**config.mk**
```make
export PLATFORM = sky130hd
export DESIGN_NAME = md5_block_feeder_flat
export DESIGN_NICKNAME = d
export VERILOG_FILES = /design/src/rtl/md5_block_feeder_if.sv /design/src/rtl/md5_block_feeder.sv /design/src/flat_wrapper.sv
export SDC_FILE = /design/constraint.sdc
export NUM_CORES = 2
export LEC_CHECK = 0
export CORE_MARGIN = 2
export CORE_UTILIZATION = 46
export CTS_CLUSTER_SIZE = 30
export DETAILED_ROUTE_END_ITERATION = 6
export GPL_TIMING_DRIVEN = 1
export PLACE_DENSITY_LB_ADDON = 0.1
export SLEW_MARGIN = 20
export SYNTH_ARGS = -nofsm -noshare
export SYNTH_HDL_FRONTEND = slang
export SYNTH_SLANG_ARGS = --single-unit
```
**constraint.sdc**
```tcl
create_clock -name clk -period 5.1 [get_ports clk]
set_clock_uncertainty 0.2 [all_clocks]
set_input_delay 1.53 -clock clk [delete_from_list [all_inputs] [get_ports clk]]
set_output_delay 1.53 -clock clk [all_outputs]
set_load 0.005 [all_outputs]
```
**src/rtl/md5_block_feeder_if.sv**
```systemverilog
// Host byte stream in, 128-bit beats with one-hot strobes out, plus core completion.
// master = host/core side, slave = md5_block_feeder.
interface md5_block_feeder_if;
   logic [7:0]   s_data;
   logic         s_valid;
   logic         s_last;
   logic         s_ready;
   logic         blk_en1;
   logic         blk_en2;
   logic         blk_en3;
   logic         blk_en4;
   logic [127:0] blk_data;
   logic         blk_first;
   logic         blk_last;
   logic         core_done;

   modport master (
      output s_data, s_valid, s_last, core_done,
      input  s_ready, blk_en1, blk_en2, blk_en3, blk_en4, blk_data, blk_first, blk_last
   );

   modport slave (
      input  s_data, s_valid, s_last, core_done,
      output s_ready, blk_en1, blk_en2, blk_en3, blk_en4, blk_data, blk_first, blk_last
   );
endinterface

```
**src/rtl/md5_block_feeder.sv**
```systemverilog
// MD5 front end: buffers message bytes into 64-byte blocks, applies padding and the
// bit-length trailer, and streams each block to the core as four 128-bit beats.
module md5_block_feeder #(
   parameter int unsigned LEN_W = 61
) (
   input  logic              clk,
   input  logic              reset,
   md5_block_feeder_if.slave bus
);
   typedef enum logic [2:0] {FILL, PAD, PAD0, LENBLK, SEND, WAIT} state_t;
   typedef enum logic [1:0] {TAIL_NONE, TAIL_PAD0, TAIL_LEN} tail_t;

   state_t           r_state, w_state_nxt;
   tail_t            r_tail, w_tail_nxt;
   logic [7:0]       r_buf [64];
   logic [7:0]       w_buf_nxt [64];
   logic [6:0]       r_n, w_n_nxt;
   logic [LEN_W-1:0] r_cnt, w_cnt_nxt, w_cnt_inc;
   logic [63:0]      r_len, w_len_nxt;
   logic [1:0]       r_beat, w_beat_nxt;
   logic             r_first, w_first_nxt;
   logic             r_fin, w_fin_nxt;
   logic             r_msg_end, w_msg_end_nxt;
   logic             w_acc, w_put_len;
   logic [127:0]     w_beat_data;

   logic             r_s_ready;
   logic [3:0]       r_blk_en;
   logic [127:0]     r_blk_data;
   logic             r_blk_first, r_blk_last;

   always_comb begin
      w_state_nxt   = r_state;
      w_tail_nxt    = r_tail;
      w_buf_nxt     = r_buf;
      w_n_nxt       = r_n;
      w_cnt_nxt     = r_cnt;
      w_len_nxt     = r_len;
      w_beat_nxt    = r_beat;
      w_first_nxt   = r_first;
      w_fin_nxt     = r_fin;
      w_msg_end_nxt = r_msg_end;
      w_put_len     = 1'b0;
      w_acc         = bus.s_valid && r_s_ready;
      w_cnt_inc     = r_cnt + LEN_W'(1);

      unique case (r_state)
         FILL: begin
            if (w_acc) begin
               w_buf_nxt[r_n[5:0]] = bus.s_data;
               w_n_nxt             = r_n + 7'd1;
               w_cnt_nxt           = w_cnt_inc;
               if (bus.s_last) begin
                  w_len_nxt     = 64'({w_cnt_inc, 3'b000});
                  w_msg_end_nxt = 1'b1;
                  if (w_n_nxt == 7'd64) begin
                     w_state_nxt = SEND;
                     w_tail_nxt  = TAIL_PAD0;
                     w_fin_nxt   = 1'b0;
                  end else begin
                     w_state_nxt = PAD;
                  end
               end else if (w_n_nxt == 7'd64) begin
                  w_state_nxt = SEND;
                  w_fin_nxt   = 1'b0;
               end
            end
         end
         PAD: begin
            for (int unsigned i = 0; i < 64; i++) begin
               if (i == 32'(r_n))     w_buf_nxt[i] = 8'h80;
               else if (i > 32'(r_n)) w_buf_nxt[i] = '0;
            end
            // Without 8 free bytes after the 0x80 marker the length goes in an extra block.
            if (r_n <= 7'd55) begin
               w_put_len = 1'b1;
               w_fin_nxt = 1'b1;
            end else begin
               w_tail_nxt = TAIL_LEN;
               w_fin_nxt  = 1'b0;
            end
            w_state_nxt = SEND;
         end
         PAD0, LENBLK: begin
            for (int unsigned i = 0; i < 64; i++) w_buf_nxt[i] = '0;
            if (r_state == PAD0) w_buf_nxt[0] = 8'h80;
            w_put_len   = 1'b1;
            w_fin_nxt   = 1'b1;
            w_state_nxt = SEND;
         end
         SEND: begin
            w_beat_nxt = r_beat + 2'd1;
            if (r_beat == 2'd3) begin
               w_state_nxt = WAIT;
               w_first_nxt = 1'b0;
            end
         end
         WAIT: begin
            if (bus.core_done) begin
               if (r_tail == TAIL_PAD0) begin
                  w_state_nxt = PAD0;
                  w_tail_nxt  = TAIL_NONE;
               end else if (r_tail == TAIL_LEN) begin
                  w_state_nxt = LENBLK;
                  w_tail_nxt  = TAIL_NONE;
               end else begin
                  w_state_nxt = FILL;
                  w_n_nxt     = '0;
                  if (r_msg_end) begin
                     w_cnt_nxt     = '0;
                     w_first_nxt   = 1'b1;
                     w_msg_end_nxt = 1'b0;
                  end
               end
            end
         end
         default: w_state_nxt = FILL;
      endcase

      if (w_put_len) begin
         for (int unsigned j = 0; j < 8; j++) w_buf_nxt[56 + j] = r_len[8*j +: 8];
      end
   end

   // Beat payload is taken from the next buffer image so the first beat sees same-edge pad writes.
   always_comb begin
      w_beat_data = '0;
      for (int unsigned i = 0; i < 16; i++) begin
         w_beat_data[(3 - i/4)*32 + (i%4)*8 +: 8] = w_buf_nxt[{w_beat_nxt, 4'(i)}];
      end
   end

   always_ff @(posedge clk) begin
      if (reset) begin
         r_state     <= FILL;
         r_tail      <= TAIL_NONE;
         for (int unsigned i = 0; i < 64; i++) r_buf[i] <= '0;
         r_n         <= '0;
         r_cnt       <= '0;
         r_len       <= '0;
         r_beat      <= '0;
         r_first     <= 1'b1;
         r_fin       <= 1'b0;
         r_msg_end   <= 1'b0;
         r_s_ready   <= 1'b0;
         r_blk_en    <= '0;
         r_blk_data  <= '0;
         r_blk_first <= 1'b0;
         r_blk_last  <= 1'b0;
      end else begin
         r_state   <= w_state_nxt;
         r_tail    <= w_tail_nxt;
         r_buf     <= w_buf_nxt;
         r_n       <= w_n_nxt;
         r_cnt     <= w_cnt_nxt;
         r_len     <= w_len_nxt;
         r_beat    <= w_beat_nxt;
         r_first   <= w_first_nxt;
         r_fin     <= w_fin_nxt;
         r_msg_end <= w_msg_end_nxt;
         r_s_ready <= (w_state_nxt == FILL);
         if (w_state_nxt == SEND) begin
            r_blk_en    <= 4'b0001 << w_beat_nxt;
            r_blk_data  <= w_beat_data;
            r_blk_first <= w_first_nxt;
            r_blk_last  <= w_fin_nxt;
         end else begin
            r_blk_en    <= '0;
            r_blk_data  <= '0;
            r_blk_first <= 1'b0;
            r_blk_last  <= 1'b0;
         end
      end
   end

   assign bus.s_ready   = r_s_ready;
   assign bus.blk_en1   = r_blk_en[0];
   assign bus.blk_en2   = r_blk_en[1];
   assign bus.blk_en3   = r_blk_en[2];
   assign bus.blk_en4   = r_blk_en[3];
   assign bus.blk_data  = r_blk_data;
   assign bus.blk_first = r_blk_first;
   assign bus.blk_last  = r_blk_last;
endmodule
```
**src/flat_wrapper.sv**
```systemverilog
// flat-port wrapper written by rule: the top's interface ports become plain ports
module md5_block_feeder_flat 
#(
   parameter int unsigned LEN_W = 61
)
  (clk, reset, bus_s_data, bus_s_valid, bus_s_last, bus_core_done, bus_s_ready, bus_blk_en1, bus_blk_en2, bus_blk_en3, bus_blk_en4, bus_blk_data, bus_blk_first, bus_blk_last);
  md5_block_feeder_if bus_i ();
  input  logic clk;
  input  logic reset;
  input wire logic [$bits(bus_i.s_data)-1:0] bus_s_data;
  input wire logic [$bits(bus_i.s_valid)-1:0] bus_s_valid;
  input wire logic [$bits(bus_i.s_last)-1:0] bus_s_last;
  input wire logic [$bits(bus_i.core_done)-1:0] bus_core_done;
  output wire logic [$bits(bus_i.s_ready)-1:0] bus_s_ready;
  output wire logic [$bits(bus_i.blk_en1)-1:0] bus_blk_en1;
  output wire logic [$bits(bus_i.blk_en2)-1:0] bus_blk_en2;
  output wire logic [$bits(bus_i.blk_en3)-1:0] bus_blk_en3;
  output wire logic [$bits(bus_i.blk_en4)-1:0] bus_blk_en4;
  output wire logic [$bits(bus_i.blk_data)-1:0] bus_blk_data;
  output wire logic [$bits(bus_i.blk_first)-1:0] bus_blk_first;
  output wire logic [$bits(bus_i.blk_last)-1:0] bus_blk_last;
  assign bus_i.s_data = bus_s_data;
  assign bus_i.s_valid = bus_s_valid;
  assign bus_i.s_last = bus_s_last;
  assign bus_i.core_done = bus_core_done;
  assign bus_s_ready = bus_i.s_ready;
  assign bus_blk_en1 = bus_i.blk_en1;
  assign bus_blk_en2 = bus_i.blk_en2;
  assign bus_blk_en3 = bus_i.blk_en3;
  assign bus_blk_en4 = bus_i.blk_en4;
  assign bus_blk_data = bus_i.blk_data;
  assign bus_blk_first = bus_i.blk_first;
  assign bus_blk_last = bus_i.blk_last;
  md5_block_feeder #(.LEN_W(LEN_W)) u_core (.clk(clk), .reset(reset), .bus(bus_i));
endmodule
```
==> run_results.csv <==
group,metric,value,unit
floorplan,num_io_pins,148,
timing,fin_crit,4220,ps
global_routing,grt_pass1_vias,35001,
timing,setup_tns,0,ps
place,dp_hpwl,126,mm
yosys,yosys_warnings,0,
drt,drc,6,
place,gp_congestion,1.11,
drt,wire_per_inst,32.7,um
run_status,violations,"design-rule violations",
critical_path,worst_ep_arrival_time,4620,ps
critical_path,cp_max_fo,27,
final_layout,fin_area,43700,um2
timing,relSlewSlack,23.5,%
drt,ant_nets,0,
yosys,synth.distinct_cells,110,
yosys,synth_flop_cell,"dfxtp_1",
place,port_buffers,147,
floorplan,die_h,289,um
critical_path,worstSetupEndpointType,"flop",
clocking,cts_buffers,87,
yosys,synth-simple-area-share,19.7,%
place,placed_cells,5402,
drt,vias,38335,
clocking,cts.path.max_buffers,3,
drt,viasPerCell,6.89,
final_layout,drive_above_1_share,12.6,%
timing,finalHoldViolations,0,
critical_path,required,5500,ps
global_routing,grt.total_usage,42.4,%
yosys,synthTopCellsByArea,"dfxtp_1 (42%), nor2_1 (6.6%), a22oi_1 (6.1%), a21oi_1 (3.5%), clkbuf_1 (2.5%)",
critical_path,r2r_start,"u_core.r_n[1]$_SDFFE_PP0P_",
clocking,cts_tree,"done",
clocking,cts_sinks,786,
floorplan,start_util,46.4,%
clocking,ctsHoldBuffers,0,
yosys,seq_area_frac_synth,42.2,%
clocking,cts.htree.levels,3,
critical_path,reg2reg_to,"u_core.bus.blk_data[6]$_SDFF_PP0_",
drt,drtIter0Drc,5210,
floorplan,rows,104,
yosys,synth_area,37300,um2
yosys,syn_inst,4357,
yosys,yosys.area.top_type_share,42.2,%
clocking,clkLatencyLatePin,700,ps
floorplan,design.die.area,83400,um2
yosys,synth_seq_cells,786,
yosys,synth-edff-count,0,
timing,drv_slew,0,
timing,rsz0062_at_grt,"no",
clocking,cts_root_buf,"clkbuf_16",
critical_path,reg2reg_slack,880,ps
drt,dr.pass1.iters,7,
pwr,powerDensity,324,nW/um2
yosys,synth_compound_area_share,28.9,%
final_layout,final_core_util,54.3,%
clocking,cts.reportedPaths.clkPinSlew,60,ps
timing,setup_viol,0,
clocking,post-cts-setup-buffer-count,0,
run_status,outcome,"complete, but fails checks",
floorplan,coreArea,80400,um2
pwr,power_leakage,15.3,nW
pwr,ir_drop,0.271,mV
hold_path,min_path_type,"reg -> reg",
place,dpl_cell_area,40600,um2
yosys,synth_mux_area_share,2.14,%
timing,max_freq,237,MHz
yosys,yosys.area.top_type,"dfxtp_1",
global_routing,grt_start_max_net_pins,174,
yosys,synth_top_family_by_area,"compound AO/OA/AOI/OAI gates",
final_layout,area_growth,17.0,%
critical_path,cp-endpoint,"u_core.bus.blk_data[6]$_SDFF_PP0_",
final_layout,fin_cells,5562,
global_routing,grt_antenna_before_repair,9,
critical_path,critical_path_class,"reg -> reg",
final_layout,nets,4452,
floorplan,die_w,289,um
yosys,ys_async_sr_fraction,0,%
yosys,synthAdderAreaFrac,0.268,%
yosys,synth_xor_area_share,1.38,%
run,drv_cap,0,
critical_path,start_kind,"flop",
yosys,syn-num-nets,4378,
critical_path,crit_path_start,"u_core.r_n[1]$_SDFFE_PP0P_",
timing,worst_pin_slew,1140,ps
critical_path,r2r.worst_path.cells,8,
clocking,cts.repair.resized,0,
drt,drt-total-wl,182,mm
yosys,synth_area_per_cell,8.57,um2
timing,period_share,82.7,%
global_routing,grt-ovfl-total,0,
global_routing,grt_pass1_wl,257,mm
-- cells in the final DEF (no fill, tap or decap), drive strengths merged, types with 39 or more instances in the layout --
master,instances
buf,266
nor3,96
nand3,112
dfxtp,786
nand2,198
clkbuf,120
or3,39
o22ai,53
mux2i,63
a31oi,68
a22o,56
o21ai,177
clkdlybuf4s50,144
a221oi,56
inv,46
and2,46
nor4,42
a21oi,258
a221o,48
nor2,660
nor2b,57
a211oi,101
a22oi,304
-- report_power, final --
part | internal, W | switching [W]
Combinational | 0.000294 | 0.000928
Sequential | 0.00619 | 0.0000558
Clock | 0.00386 | 0.00280
-- synthesized netlist by cell type, drive strengths merged (63+ instances only) --
cell	count
nand3	112
a211oi	101
a31oi	68
dfxtp	786
o21ai	177
a21oi	258
a22oi	304
mux2i	63
clkbuf	246
nor3	96
nor2	660
nand2	198
buf	179
-- how the worst min path moves through the flow --
| stage | startpoint | to | depth (start not counted) |
|---|---|---|---|
| floorplan | u_core.r_cnt[60]$_SDFFE_PP0P_ | u_core.r_cnt[60]$_SDFFE_PP0P_ | 1 |
| global placement | u_core.r_cnt[60]$_SDFFE_PP0P_ | u_core.r_cnt[60]$_SDFFE_PP0P_ | 1 |
| detailed placement | u_core.r_cnt[60]$_SDFFE_PP0P_ | u_core.r_cnt[60]$_SDFFE_PP0P_ | 1 |
| CTS | u_core.r_cnt[60]$_SDFFE_PP0P_ | u_core.r_cnt[60]$_SDFFE_PP0P_ | 1 |
| global route | u_core.r_cnt[60]$_SDFFE_PP0P_ | u_core.r_cnt[60]$_SDFFE_PP0P_ | 1 |
| finish | u_core.r_cnt[60]$_SDFFE_PP0P_ | u_core.r_cnt[60]$_SDFFE_PP0P_ | 1 |
-- registers in the layout, indices dropped and copies added (netlist names) --
name                  flops
u_core.r_msg_end          1
u_core.r_tail             2
u_core.r_first            1
u_core.bus.blk_data     128
u_core.bus.blk_first      1
u_core.r_cnt             61
u_core.r_n                7
u_core.r_fin              1
u_core.r_blk_en           4
u_core.r_len             61
u_core.r_state            3
u_core.r_beat             2
u_core.r_buf            512
u_core.bus.s_ready        1
u_core.bus.blk_last       1
-- worst max-delay path, stage by stage, from the launching register on --
cell      delay, ps
dfxtp_2         800
inv_1           100
ha_1            450
o21bai_1        390
o21ai_0         940
a221o_1         630
a21oi_1         170
or3_1           360
o221ai_1         80
-- metrics by stage --
step | total power [W] | worst slack [ps] | hold slack [ps]
finish | 0.0141 | 880 | 240
global route | 0.0144 | 959 | 283
CTS | 0.0141 | 1190 | 238
detailed placement | 0.00754 | 507 | 230
global placement | 0.00754 | 474 | 225
floorplan | 0.00697 | 1360 | 212
-- cells by family after synthesis --
family          after synthesis
buf+inv                     472
simple gates               1459
fa+ha+maj                     8
flops                       786
mux                          78
xor+xnor                     59
compound gates             1495
-- layout make-up --
type	count	area (um2)
fill	7588	36800
clock inverter	37	499
multi-input combinational	3099	19700
clock buffer	120	2500
tap	1060	1330
sequential	786	15700
antenna	3	7.51
timing repair buffer	410	3700
inverter	47	176
-- metal layers --
layer	vias up	GRT usage (%)	share of wire [%]
met2	2509	63.3	43
met1	18618	54.0	38
met3	689	10.9	11
li1	16509	-	-
met4	10	28.7	7.9
met5	-	0	0.026
No activity file was read; power rests on OpenSTA's default activity.
